===== src/rtl/i2c_pkg.sv =====
// rtl/i2c_pkg.sv - shared types and default widths for the I2C byte-level master
package i2c_pkg;

  localparam int I2C_ADDR_W = 7;
  localparam int I2C_DATA_W = 8;

  // Transaction sequencer states, in bus order
  typedef enum logic [3:0] {
    ST_READY,
    ST_START,
    ST_ADDR,
    ST_SLV_ACK1,
    ST_WR,
    ST_RD,
    ST_SLV_ACK2,
    ST_MSTR_ACK,
    ST_STOP
  } state_t;

  // One user command as presented on the byte handshake
  typedef struct packed {
    logic [I2C_ADDR_W-1:0] addr;
    logic                  rw;
    logic [I2C_DATA_W-1:0] data;
  } i2c_cmd_t;

endpackage


===== src/rtl/i2c_master_byte_fsm_if.sv =====
// rtl/i2c_master_byte_fsm_if.sv - stretcher strobe, user command handshake and SDA pins
interface i2c_master_byte_fsm_if #(
  parameter int ADDR_W = i2c_pkg::I2C_ADDR_W,
  parameter int DATA_W = i2c_pkg::I2C_DATA_W
) ();

  logic              data_clk;
  logic              ena;
  logic [ADDR_W-1:0] addr;
  logic              rw;
  logic [DATA_W-1:0] data_wr;
  logic              sda_in;
  logic              scl_not_ena;
  logic              sda_oe;
  logic              cmd_ack;
  logic              busy;
  logic [DATA_W-1:0] data_rd;
  logic              rd_valid;
  logic              ack_error;

  modport master (
    input  data_clk, ena, addr, rw, data_wr, sda_in,
    output scl_not_ena, sda_oe, cmd_ack, busy, data_rd, rd_valid, ack_error
  );

  modport slave (
    output data_clk, ena, addr, rw, data_wr, sda_in,
    input  scl_not_ena, sda_oe, cmd_ack, busy, data_rd, rd_valid, ack_error
  );

endinterface


===== src/rtl/i2c_dclk_edge.sv =====
// rtl/i2c_dclk_edge.sv - turns the stretcher's data_clk into one-clk rise/fall strobes
module i2c_dclk_edge (
  input  logic clk,
  input  logic rst,
  input  logic data_clk_i,
  output logic rise_o,
  output logic fall_o
);

  logic dclk_q;

  // Remember last data_clk level; a frozen (stretched) data_clk yields no strobes
  always_ff @(posedge clk) begin
    if (rst) begin
      dclk_q <= 1'b0;
    end else begin
      dclk_q <= data_clk_i;
    end
  end

  assign rise_o = data_clk_i & ~dclk_q;
  assign fall_o = ~data_clk_i & dclk_q;

endmodule


===== src/rtl/i2c_master_byte_fsm.sv =====
// rtl/i2c_master_byte_fsm.sv - I2C master sequencer: START, addr+R/W, data bytes, ACK/NACK, STOP
module i2c_master_byte_fsm
  import i2c_pkg::*;
#(
  parameter int ADDR_W = I2C_ADDR_W,
  parameter int DATA_W = I2C_DATA_W
) (
  input logic                   clk,
  input logic                   rst,
  i2c_master_byte_fsm_if.master bus
);

  localparam int MAX_W  = (ADDR_W > DATA_W) ? ADDR_W : DATA_W;
  localparam int CNT_W  = $clog2(MAX_W + 1);
  localparam int AIDX_W = $clog2(ADDR_W + 1);
  localparam int DIDX_W = $clog2(DATA_W);

  logic rise;
  logic fall;

  state_t            state_q, state_d;
  logic [ADDR_W:0]   addr_rw_q, addr_rw_d;
  logic [DATA_W-1:0] data_tx_q, data_tx_d;
  logic [DATA_W-1:0] rx_q, rx_d;
  logic [DATA_W-1:0] data_rd_q, data_rd_d;
  logic [CNT_W-1:0]  bit_cnt_q, bit_cnt_d;
  logic              sda_int_q, sda_int_d;
  logic              scl_ena_q, scl_ena_d;
  logic              busy_q, busy_d;
  logic              cmd_ack_q, cmd_ack_d;
  logic              rd_valid_q, rd_valid_d;
  logic              ack_error_q, ack_error_d;
  logic              cont_q, cont_d;

  logic [CNT_W-1:0]  cnt_m1;
  logic              same_cmd;

  i2c_dclk_edge u_dclk_edge (
    .clk       (clk),
    .rst       (rst),
    .data_clk_i(bus.data_clk),
    .rise_o    (rise),
    .fall_o    (fall)
  );

  assign cnt_m1   = bit_cnt_q - 1'b1;
  assign same_cmd = ({bus.addr, bus.rw} == addr_rw_q);

  // State and datapath registers; reset leaves SCL and SDA released with no STOP
  always_ff @(posedge clk) begin
    if (rst) begin
      state_q     <= ST_READY;
      addr_rw_q   <= '0;
      data_tx_q   <= '0;
      rx_q        <= '0;
      data_rd_q   <= '0;
      bit_cnt_q   <= '0;
      sda_int_q   <= 1'b1;
      scl_ena_q   <= 1'b0;
      busy_q      <= 1'b0;
      cmd_ack_q   <= 1'b0;
      rd_valid_q  <= 1'b0;
      ack_error_q <= 1'b0;
      cont_q      <= 1'b0;
    end else begin
      state_q     <= state_d;
      addr_rw_q   <= addr_rw_d;
      data_tx_q   <= data_tx_d;
      rx_q        <= rx_d;
      data_rd_q   <= data_rd_d;
      bit_cnt_q   <= bit_cnt_d;
      sda_int_q   <= sda_int_d;
      scl_ena_q   <= scl_ena_d;
      busy_q      <= busy_d;
      cmd_ack_q   <= cmd_ack_d;
      rd_valid_q  <= rd_valid_d;
      ack_error_q <= ack_error_d;
      cont_q      <= cont_d;
    end
  end

  // Next state: SDA changes on rise (SCL low), bus is sampled on fall (SCL high)
  always_comb begin
    state_d     = state_q;
    addr_rw_d   = addr_rw_q;
    data_tx_d   = data_tx_q;
    rx_d        = rx_q;
    data_rd_d   = data_rd_q;
    bit_cnt_d   = bit_cnt_q;
    sda_int_d   = sda_int_q;
    scl_ena_d   = scl_ena_q;
    busy_d      = busy_q;
    cmd_ack_d   = 1'b0;
    rd_valid_d  = 1'b0;
    ack_error_d = ack_error_q;
    cont_d      = cont_q;

    if (rise) begin
      case (state_q)
        ST_READY: begin
          if (bus.ena) begin
            addr_rw_d   = {bus.addr, bus.rw};
            data_tx_d   = bus.data_wr;
            cmd_ack_d   = 1'b1;
            busy_d      = 1'b1;
            ack_error_d = 1'b0;
            sda_int_d   = 1'b0;
            state_d     = ST_START;
          end
        end
        ST_START: begin
          sda_int_d = addr_rw_q[ADDR_W];
          bit_cnt_d = CNT_W'(ADDR_W);
          state_d   = ST_ADDR;
        end
        ST_ADDR: begin
          if (bit_cnt_q == '0) begin
            sda_int_d = 1'b1;
            state_d   = ST_SLV_ACK1;
          end else begin
            bit_cnt_d = cnt_m1;
            sda_int_d = addr_rw_q[cnt_m1[AIDX_W-1:0]];
          end
        end
        ST_SLV_ACK1: begin
          if (ack_error_q) begin
            sda_int_d = 1'b0;
            state_d   = ST_STOP;
          end else if (!addr_rw_q[0]) begin
            sda_int_d = data_tx_q[DATA_W-1];
            bit_cnt_d = CNT_W'(DATA_W - 1);
            state_d   = ST_WR;
          end else begin
            sda_int_d = 1'b1;
            bit_cnt_d = CNT_W'(DATA_W - 1);
            state_d   = ST_RD;
          end
        end
        ST_WR: begin
          if (bit_cnt_q == '0) begin
            sda_int_d = 1'b1;
            state_d   = ST_SLV_ACK2;
          end else begin
            bit_cnt_d = cnt_m1;
            sda_int_d = data_tx_q[cnt_m1[DIDX_W-1:0]];
          end
        end
        ST_RD: begin
          if (bit_cnt_q == '0) begin
            // ACK (low) only if the user still wants more bytes from the same slave
            cont_d    = bus.ena & same_cmd;
            sda_int_d = ~(bus.ena & same_cmd);
            state_d   = ST_MSTR_ACK;
          end else begin
            bit_cnt_d = cnt_m1;
          end
        end
        ST_SLV_ACK2: begin
          if (ack_error_q) begin
            // Drive SDA low first so the STOP state can release it as a real STOP
            sda_int_d = 1'b0;
            state_d   = ST_STOP;
          end else if (bus.ena && same_cmd) begin
            data_tx_d = bus.data_wr;
            cmd_ack_d = 1'b1;
            sda_int_d = bus.data_wr[DATA_W-1];
            bit_cnt_d = CNT_W'(DATA_W - 1);
            state_d   = ST_WR;
          end else begin
            sda_int_d = 1'b0;
            state_d   = ST_STOP;
          end
        end
        ST_MSTR_ACK: begin
          data_rd_d  = rx_q;
          rd_valid_d = 1'b1;
          if (cont_q) begin
            cmd_ack_d = 1'b1;
            sda_int_d = 1'b1;
            bit_cnt_d = CNT_W'(DATA_W - 1);
            state_d   = ST_RD;
          end else begin
            sda_int_d = 1'b0;
            state_d   = ST_STOP;
          end
        end
        ST_STOP: begin
          sda_int_d = 1'b1;
          busy_d    = 1'b0;
          state_d   = ST_READY;
        end
        default: begin
          state_d = ST_READY;
        end
      endcase
    end else if (fall) begin
      case (state_q)
        ST_START:    scl_ena_d   = 1'b1;
        ST_STOP:     scl_ena_d   = 1'b0;
        ST_SLV_ACK1: ack_error_d = ack_error_q | bus.sda_in;
        ST_SLV_ACK2: ack_error_d = ack_error_q | bus.sda_in;
        ST_RD:       rx_d        = {rx_q[DATA_W-2:0], bus.sda_in};
        default:     ;
      endcase
    end
  end

  assign bus.scl_not_ena = ~scl_ena_q;
  assign bus.sda_oe      = ~sda_int_q;
  assign bus.cmd_ack     = cmd_ack_q;
  assign bus.busy        = busy_q;
  assign bus.data_rd     = data_rd_q;
  assign bus.rd_valid    = rd_valid_q;
  assign bus.ack_error   = ack_error_q;

endmodule

===== src/flat_wrapper.sv =====
// flat-port wrapper written by rule: the top's interface ports become plain ports
module i2c_master_byte_fsm_flat import i2c_pkg::*;
#(
  parameter int ADDR_W = I2C_ADDR_W,
  parameter int DATA_W = I2C_DATA_W
)
  (clk, rst, bus_data_clk, bus_ena, bus_addr, bus_rw, bus_data_wr, bus_sda_in, bus_scl_not_ena, bus_sda_oe, bus_cmd_ack, bus_busy, bus_data_rd, bus_rd_valid, bus_ack_error);
  i2c_master_byte_fsm_if #(.ADDR_W(ADDR_W), .DATA_W(DATA_W)) bus_i ();
  input logic clk;
  input logic rst;
  input wire logic [$bits(bus_i.data_clk)-1:0] bus_data_clk;
  input wire logic [$bits(bus_i.ena)-1:0] bus_ena;
  input wire logic [$bits(bus_i.addr)-1:0] bus_addr;
  input wire logic [$bits(bus_i.rw)-1:0] bus_rw;
  input wire logic [$bits(bus_i.data_wr)-1:0] bus_data_wr;
  input wire logic [$bits(bus_i.sda_in)-1:0] bus_sda_in;
  output wire logic [$bits(bus_i.scl_not_ena)-1:0] bus_scl_not_ena;
  output wire logic [$bits(bus_i.sda_oe)-1:0] bus_sda_oe;
  output wire logic [$bits(bus_i.cmd_ack)-1:0] bus_cmd_ack;
  output wire logic [$bits(bus_i.busy)-1:0] bus_busy;
  output wire logic [$bits(bus_i.data_rd)-1:0] bus_data_rd;
  output wire logic [$bits(bus_i.rd_valid)-1:0] bus_rd_valid;
  output wire logic [$bits(bus_i.ack_error)-1:0] bus_ack_error;
  assign bus_i.data_clk = bus_data_clk;
  assign bus_i.ena = bus_ena;
  assign bus_i.addr = bus_addr;
  assign bus_i.rw = bus_rw;
  assign bus_i.data_wr = bus_data_wr;
  assign bus_i.sda_in = bus_sda_in;
  assign bus_scl_not_ena = bus_i.scl_not_ena;
  assign bus_sda_oe = bus_i.sda_oe;
  assign bus_cmd_ack = bus_i.cmd_ack;
  assign bus_busy = bus_i.busy;
  assign bus_data_rd = bus_i.data_rd;
  assign bus_rd_valid = bus_i.rd_valid;
  assign bus_ack_error = bus_i.ack_error;
  i2c_master_byte_fsm #(.ADDR_W(ADDR_W), .DATA_W(DATA_W)) u_core (.clk(clk), .rst(rst), .bus(bus_i));
endmodule

===== config.mk =====
export PLATFORM = sky130hd
export DESIGN_NAME = i2c_master_byte_fsm_flat
export DESIGN_NICKNAME = d
export VERILOG_FILES = /design/src/rtl/i2c_pkg.sv /design/src/rtl/i2c_master_byte_fsm_if.sv /design/src/rtl/i2c_dclk_edge.sv /design/src/rtl/i2c_master_byte_fsm.sv /design/src/flat_wrapper.sv
export SDC_FILE = /design/constraint.sdc
export NUM_CORES = 1
export LEC_CHECK = 0
export ABC_CLOCK_PERIOD_IN_PS = 2500
export BUFFER_PORTS_ARGS = -buffer_cell sky130_fd_sc_hd__buf_2
export CORE_MARGIN = 2
export CORE_UTILIZATION = 50
export CTS_CLUSTER_SIZE = 10
export DETAILED_ROUTE_END_ITERATION = 10
export GPL_TIMING_DRIVEN = 0
export MAX_ROUTING_LAYER = met4
export PLACE_DENSITY = 0.77
export SYNTH_ARGS = -nofsm -noshare
export SYNTH_HDL_FRONTEND = slang
export SYNTH_SLANG_ARGS = --single-unit

===== constraint.sdc =====
create_clock -name clk -period 2.5 [get_ports clk]
set_input_delay 0.25 -clock clk [delete_from_list [all_inputs] [get_ports clk]]
set_output_delay 0.25 -clock clk [all_outputs]
set_load 0.05 [all_outputs]

== After elaboration in Yosys (flattened, before gate mapping) ==
Cells that the tools add are included.

* Output and inout port bits: 14
* Flip-flop bits (word level): 48

* Mux-type cells: 46
* Bitwise gates (word level): 10
* $lt $le $gt $ge: 1
* Reduce and logical (&&, ||, !) cells: 24
* Add/sub/neg operators: 1
* Equality and inequality tests: 20

{| class="wikitable"
|+ Operator list
! operator !! number
|-
| 2-to-1 mux 4 bit || 13
|-
| one-hot mux 4 bit (8 select lines) || 1
|-
| 2-to-1 mux 8 bit || 3
|-
| 2-to-1 mux 1 bit || 21
|-
| one-hot mux 4 bit (5 select lines) || 1
|-
| equality test 4 x 3 -> 1 bit (second input constant) || 4
|-
| one-hot mux 8 bit (2 select lines) || 1
|-
| AND reduction 3 bit || 5
|-
| inequality test 2 bit (second input constant) || 6
|-
| inequality test 2 x 1 -> 1 bit (second input constant) || 5
|-
| AND reduction 5 bit || 2
|-
| nonzero test 2 bit || 5
|-
| one-hot mux 1 bit (9 select lines) || 1
|-
| nonzero test 9 bit || 1
|-
| equality test 4 x 2 -> 1 bit (second input constant) || 2
|-
| equality test 8 bit || 1
|-
| zero test 4 bit || 2
|-
| AND reduction 4 bit || 2
|-
| AND reduction 7 bit || 1
|-
| binary-select mux 1 bit (select 3 bit) || 2
|-
| inverter 1 bit || 6
|-
| nonzero test 5 bit || 1
|-
| equality test 4 x 1 -> 1 bit (second input constant) || 1
|-
| equality test 4 bit (second input constant) || 1
|-
| 10 further kinds || 14
|}

== Depth between registers and ports, before layout ==
* Depth in word-level cells: 5
* Mapped depth: 7

== Hierarchy ==
A second synthesis with hierarchy kept.

* Cells, all modules: 334
* Area total of the unflattened synthesis: 2,803.9 µm²

{| class="wikitable"
|+ Modules (own cells, without submodules)
! module !! area each (µm²) !! times used !! cells each
|-
| i2c_master_byte_fsm || 2,765.2 || 1 || 330
|-
| i2c_dclk_edge || 38.8 || 1 || 4
|}

== Worst setup path before layout ==
No wires, ideal clock.

* Path type: register to register
* Start: register u_core.bit_cnt_q[0]
* End: register u_core.sda_int_q
* Cell stages (with the launch flop): 8
* Data arrival time: 1.928 ns
* Buffers on the path: 0
* Setup time: 0.128 ns
* Data required time: 2.372 ns
* Path slack: 0.444 ns
* Cell sequence: dfxtp_1 -> inv_1 -> ha_1 -> xor2_2 -> mux4_1 -> a22oi_1 -> o311a_1 -> o211ai_2

* Word-level cells in the longest chain between the ends: 5

{| class="wikitable"
|+ Ends and longest elaborated chain
! what !! RTL line !! source
|-
| start: declaration || i2c_master_byte_fsm.sv:26 || <nowiki>logic [CNT_W-1:0] bit_cnt_q, bit_cnt_d;</nowiki>
|-
| start signal: assignment || i2c_master_byte_fsm.sv:71 || <nowiki>bit_cnt_q <= bit_cnt_d;</nowiki>
|-
| subtractor 4 x 1 -> 4 bit || i2c_master_byte_fsm.sv:46 || <nowiki>assign cnt_m1 = bit_cnt_q - 1'b1;</nowiki>
|-
| binary-select mux 1 bit (select 3 bit), on equally long branches || i2c_master_byte_fsm.sv:145, i2c_master_byte_fsm.sv:122 ||
|-
| 2-to-1 mux 1 bit, on equally long branches || i2c_master_byte_fsm.sv:145, i2c_master_byte_fsm.sv:122 ||
|-
| 2-to-1 mux 1 bit, on equally long branches || i2c_master_byte_fsm.sv:140, i2c_master_byte_fsm.sv:117 ||
|-
| one-hot mux 1 bit (9 select lines) || i2c_master_byte_fsm.sv:99 || <nowiki>case (state_q)</nowiki>
|-
| end signal: assignment || i2c_master_byte_fsm.sv:72 || <nowiki>sda_int_q <= sda_int_d;</nowiki>
|-
| end: declaration || i2c_master_byte_fsm.sv:27 || <nowiki>logic sda_int_q, sda_int_d;</nowiki>
|}

Parallel ways exist; a longest one is shown, timed or not. The select of a mux whose other input is x is not followed.
A chain may end at the register's enable or synchronous reset.

== Worst setup path in the final report ==
Same ends and word-level chain as after synthesis.

==> metrics.txt <==
dominant cell type by area after synthesis=dfxtp_1; Post-DP HPWL=roughly 4.6 mm; row count=25; n_diodes=0; antenna-violating nets left=0; top cells by area, synth=dfxtp_1 38%, a21oi_1 7.0%, nand2_1 5.4%, nand3_1 4.4%, mux4_1 4.2%; core box area=0.00479 mm²; top-count cell post-synth=dfxtp_1; H-tree levels=2; die area=between 0.005 and 0.006 mm²; max frequency=about 0.43 GHz; Hold Vio Cnt, Final=0; Reg area=961 µm²; Peak VDD IR=0.459 mV; Final Skew=between 0.002 and 0.003 ns; via count=between 2,000 and 2,500; share of cells above drive strength 1=17.2%; PwrDens=between 500 and 600 mW/mm²; CTS tree=done; die height=roughly 75 µm; setup TNS=0 ns; R2R Setup Slk=roughly 0.20 ns; Synth cell types=52; Tmin final=2.30 ns; PortBufs=34; Buf/Inv on CP=1; final setup vio count=0; Pint=1290 µW; Yosys warnings=0; WL/cell=approximately 15 µm; Worst-Margin Slew=between 0.6 and 0.7 ns; Comb pwr share=roughly 16%; total of max-cap violations=0; clock share of power=about two fifths; cell family with most CP delay=multiplexers; worst-path cell chain=inv_1 -> ha_1 -> xor2_4 -> mux4_1 -> nor3_1 -> o311a_1 -> o211ai_2; area occupied by multi-input gates=between 0.001 and 0.0015 mm²; leakage power=about 0.0011 µW; drt first pass iters=4; Root Buffer=clkbuf_8; initial antenna violation count=0; status=complete, no violations; post-synthesis cell area=around 0.0025 mm²; switching pwr=~460 µW; Setup Crit Path Kind=flop to flop; share of the synthesized area in the top cell type=between 30% and 40%; number of global-route vias before repair=just over 2,000; All-Layer GR Usage=24.5%; first-pass GRT wire length=approximately 10 mm; number of buffers created by CTS=5; RePlAce Congestion=0.907; largest net degree at the start of global routing=17; Starting Density=between 50% and 60%; top-level I/O count=35; Seq cells post-synth=48; Slew Limit Fails=0; Avg Vias per Cell=roughly 5.8; WL final=6.19 mm; Filler cells=approximately 420; Post-Syn Nets=~320; unrepaired setup endpoints after global routing=no; Top FF cell, synth=dfxtp_1; FFs w/ async S/R, synth=0%; Die X=approximately 75 µm; Layout area overhead=16.0%; overall power=around 1800 µW; Post-synth EDFFs=0; fin nets=364; CTS Sinks=48; setup bufs post-CTS=0; CTS Hold Bufs=0; worst hold path class=input pin to flop; Worst-path clk slew=0.09 ns; Crit Path Max Fanout=6; Skew-Pair Late Insertion Delay=around 0.30 ns; Crit-path slowest cell=mux4_1; crit share post-route=92.2%; Crit. End Element=flop; WP data arrival=~2.5 ns; most instantiated cells after synthesis=48 x dfxtp_1, 36 x nand2_1, 35 x a21oi_1; clk buf depth=2; Critical Path Source Type=flop; total grt overflow=0; switching fraction of total power=26.4%; CP required=2.69 ns; CP max stage delay=~0.63 ns; Synth Instances=between 300 and 400; Synth Area per Inst=between 8 and 9 µm²; DRC viols=0; initial DRC count=around 310; sequential share of power=between 40% and 50%; Slew headroom=58.6%; register area share after synthesis=between 30% and 40%
[worst min-delay path: stages]
cell,delay (ns)
buf_2,0.11
nand2_1,0.05
a21oi_1,0.05
[path summary, 6_finish.rpt]
| kind | start | end | depth (start not counted) |
|---|---|---|---|
| worst max-delay path | u_core.bit_cnt_q[0] | u_core.sda_int_q | 7 |
| worst min-delay path | bus_addr[5] | u_core.addr_rw_q[6] | 3 |
| worst max register to register | u_core.bit_cnt_q[0] | u_core.sda_int_q | 7 |
| worst min register to register | u_core.rx_q[7] | u_core.rx_q[7] | 2 |
[layout by cell type, fill, tap and decap left out, drive strengths merged, types with 2 or more instances in the layout]
cell type | netlist | routed
nand3 | 22 | 22
o21ai | 15 | 15
nand3b | 2 | 2
a31oi | 7 | 7
a21oi | 35 | 35
o211ai | 4 | 4
inv | 7 | 8
nor3b | 4 | 4
xor2 | 9 | 9
or2 | 3 | 3
mux4 | 4 | 4
nor3 | 8 | 8
a311oi | 3 | 3
mux2i | 9 | 9
clkbuf | 13 | 18
buf | 5 | 39
dfxtp | 48 | 48
nand2b | 5 | 5
and3 | 2 | 2
nor4 | 6 | 6
nor2b | 6 | 6
a21o | 3 | 3
bufinv | 0 | 2
or3 | 6 | 6
nand2 | 36 | 36
nor2 | 20 | 20
[layer usage]
metal  share of wire (%)  wire length [µm]  GRT usage (%)  vias up
li1                    -                 -              -     1178
met4                 1.7               104           10.7        0
met1                  45              2810           33.7     1095
met3                 7.2               443           3.21        8
met5                   0                 0              -        -
met2                  46              2830           36.1       95
[registers in the layout, indices dropped and copies added (netlist names)]
| signal | flops |
|---|---|
| u_core.bus.cmd_ack | 1 |
| u_core.sda_int_q | 1 |
| u_core.state_q | 4 |
| u_core.u_dclk_edge.dclk_q | 1 |
| u_core.bus.rd_valid | 1 |
| u_core.bus.data_rd | 8 |
| u_core.bus.ack_error | 1 |
| u_core.scl_ena_q | 1 |
| u_core.addr_rw_q | 8 |
| u_core.rx_q | 8 |
| u_core.data_tx_q | 8 |
| u_core.cont_q | 1 |
| u_core.bit_cnt_q | 4 |
| u_core.bus.busy | 1 |
[power by group through the flow]
stage	clock (µW)	combinational (µW)	sequential [µW]
6_report	672	272	809
5_1_grt	711	298	812
4_1_cts	685	268	808
3_5_place_dp	0	266	826
3_3_place_gp	0	262	824
2_1_floorplan	0	184	831
[through the flow]
stage	instance area, µm²	utilization, %	hold slack [ns]	worst slack (ns)	cells
3_5_place_dp	2770	58.0	0.452	0.178	402
6_report	2920	61.1	0.188	0.195	410
4_1_cts	2910	60.8	0.181	0.151	410
5_1_grt	2920	61.1	0.201	0.0513	410
3_3_place_gp	2770	58.0	0.449	0.198	402
2_1_floorplan	2520	-	0.378	0.444	301
[cell families (layout without fill, tap and decap cells)]
| family | Yosys count | in the layout | synth area share [%] |
|---|---|---|---|
| DFF | 48 | 48 | 38.1 |
| xor gates and xnor gates | 10 | 10 | 3.77 |
| muxes | 13 | 13 | 7.75 |
| AOI/OAI and AO/OA | 78 | 78 | 19.5 |
| buffers and inverters | 25 | 67 | 4.07 |
| adders and majority gates | 1 | 1 | 0.496 |
| and+or+nand+nor | 126 | 126 | 26.3 |
[what timing repair did]
action / CTS / global route
hold endpoints to repair: 0 / 0
gates resized for setup: 0 / 1
setup endpoints to repair: 0 / 1
[layout make-up]
cell class                 count  share of cell area [%]
buffer                        18                    2.61
multi-input combinational    228                    50.2
timing repair buffer          34                    5.82
inverter                       7                   0.899
clock buffer                   5                    2.35
tap                           67                    2.87
clock inverter                 3                    2.35
sequential                    48                    32.9
Note: power is estimated with default switching activity, not from simulation.
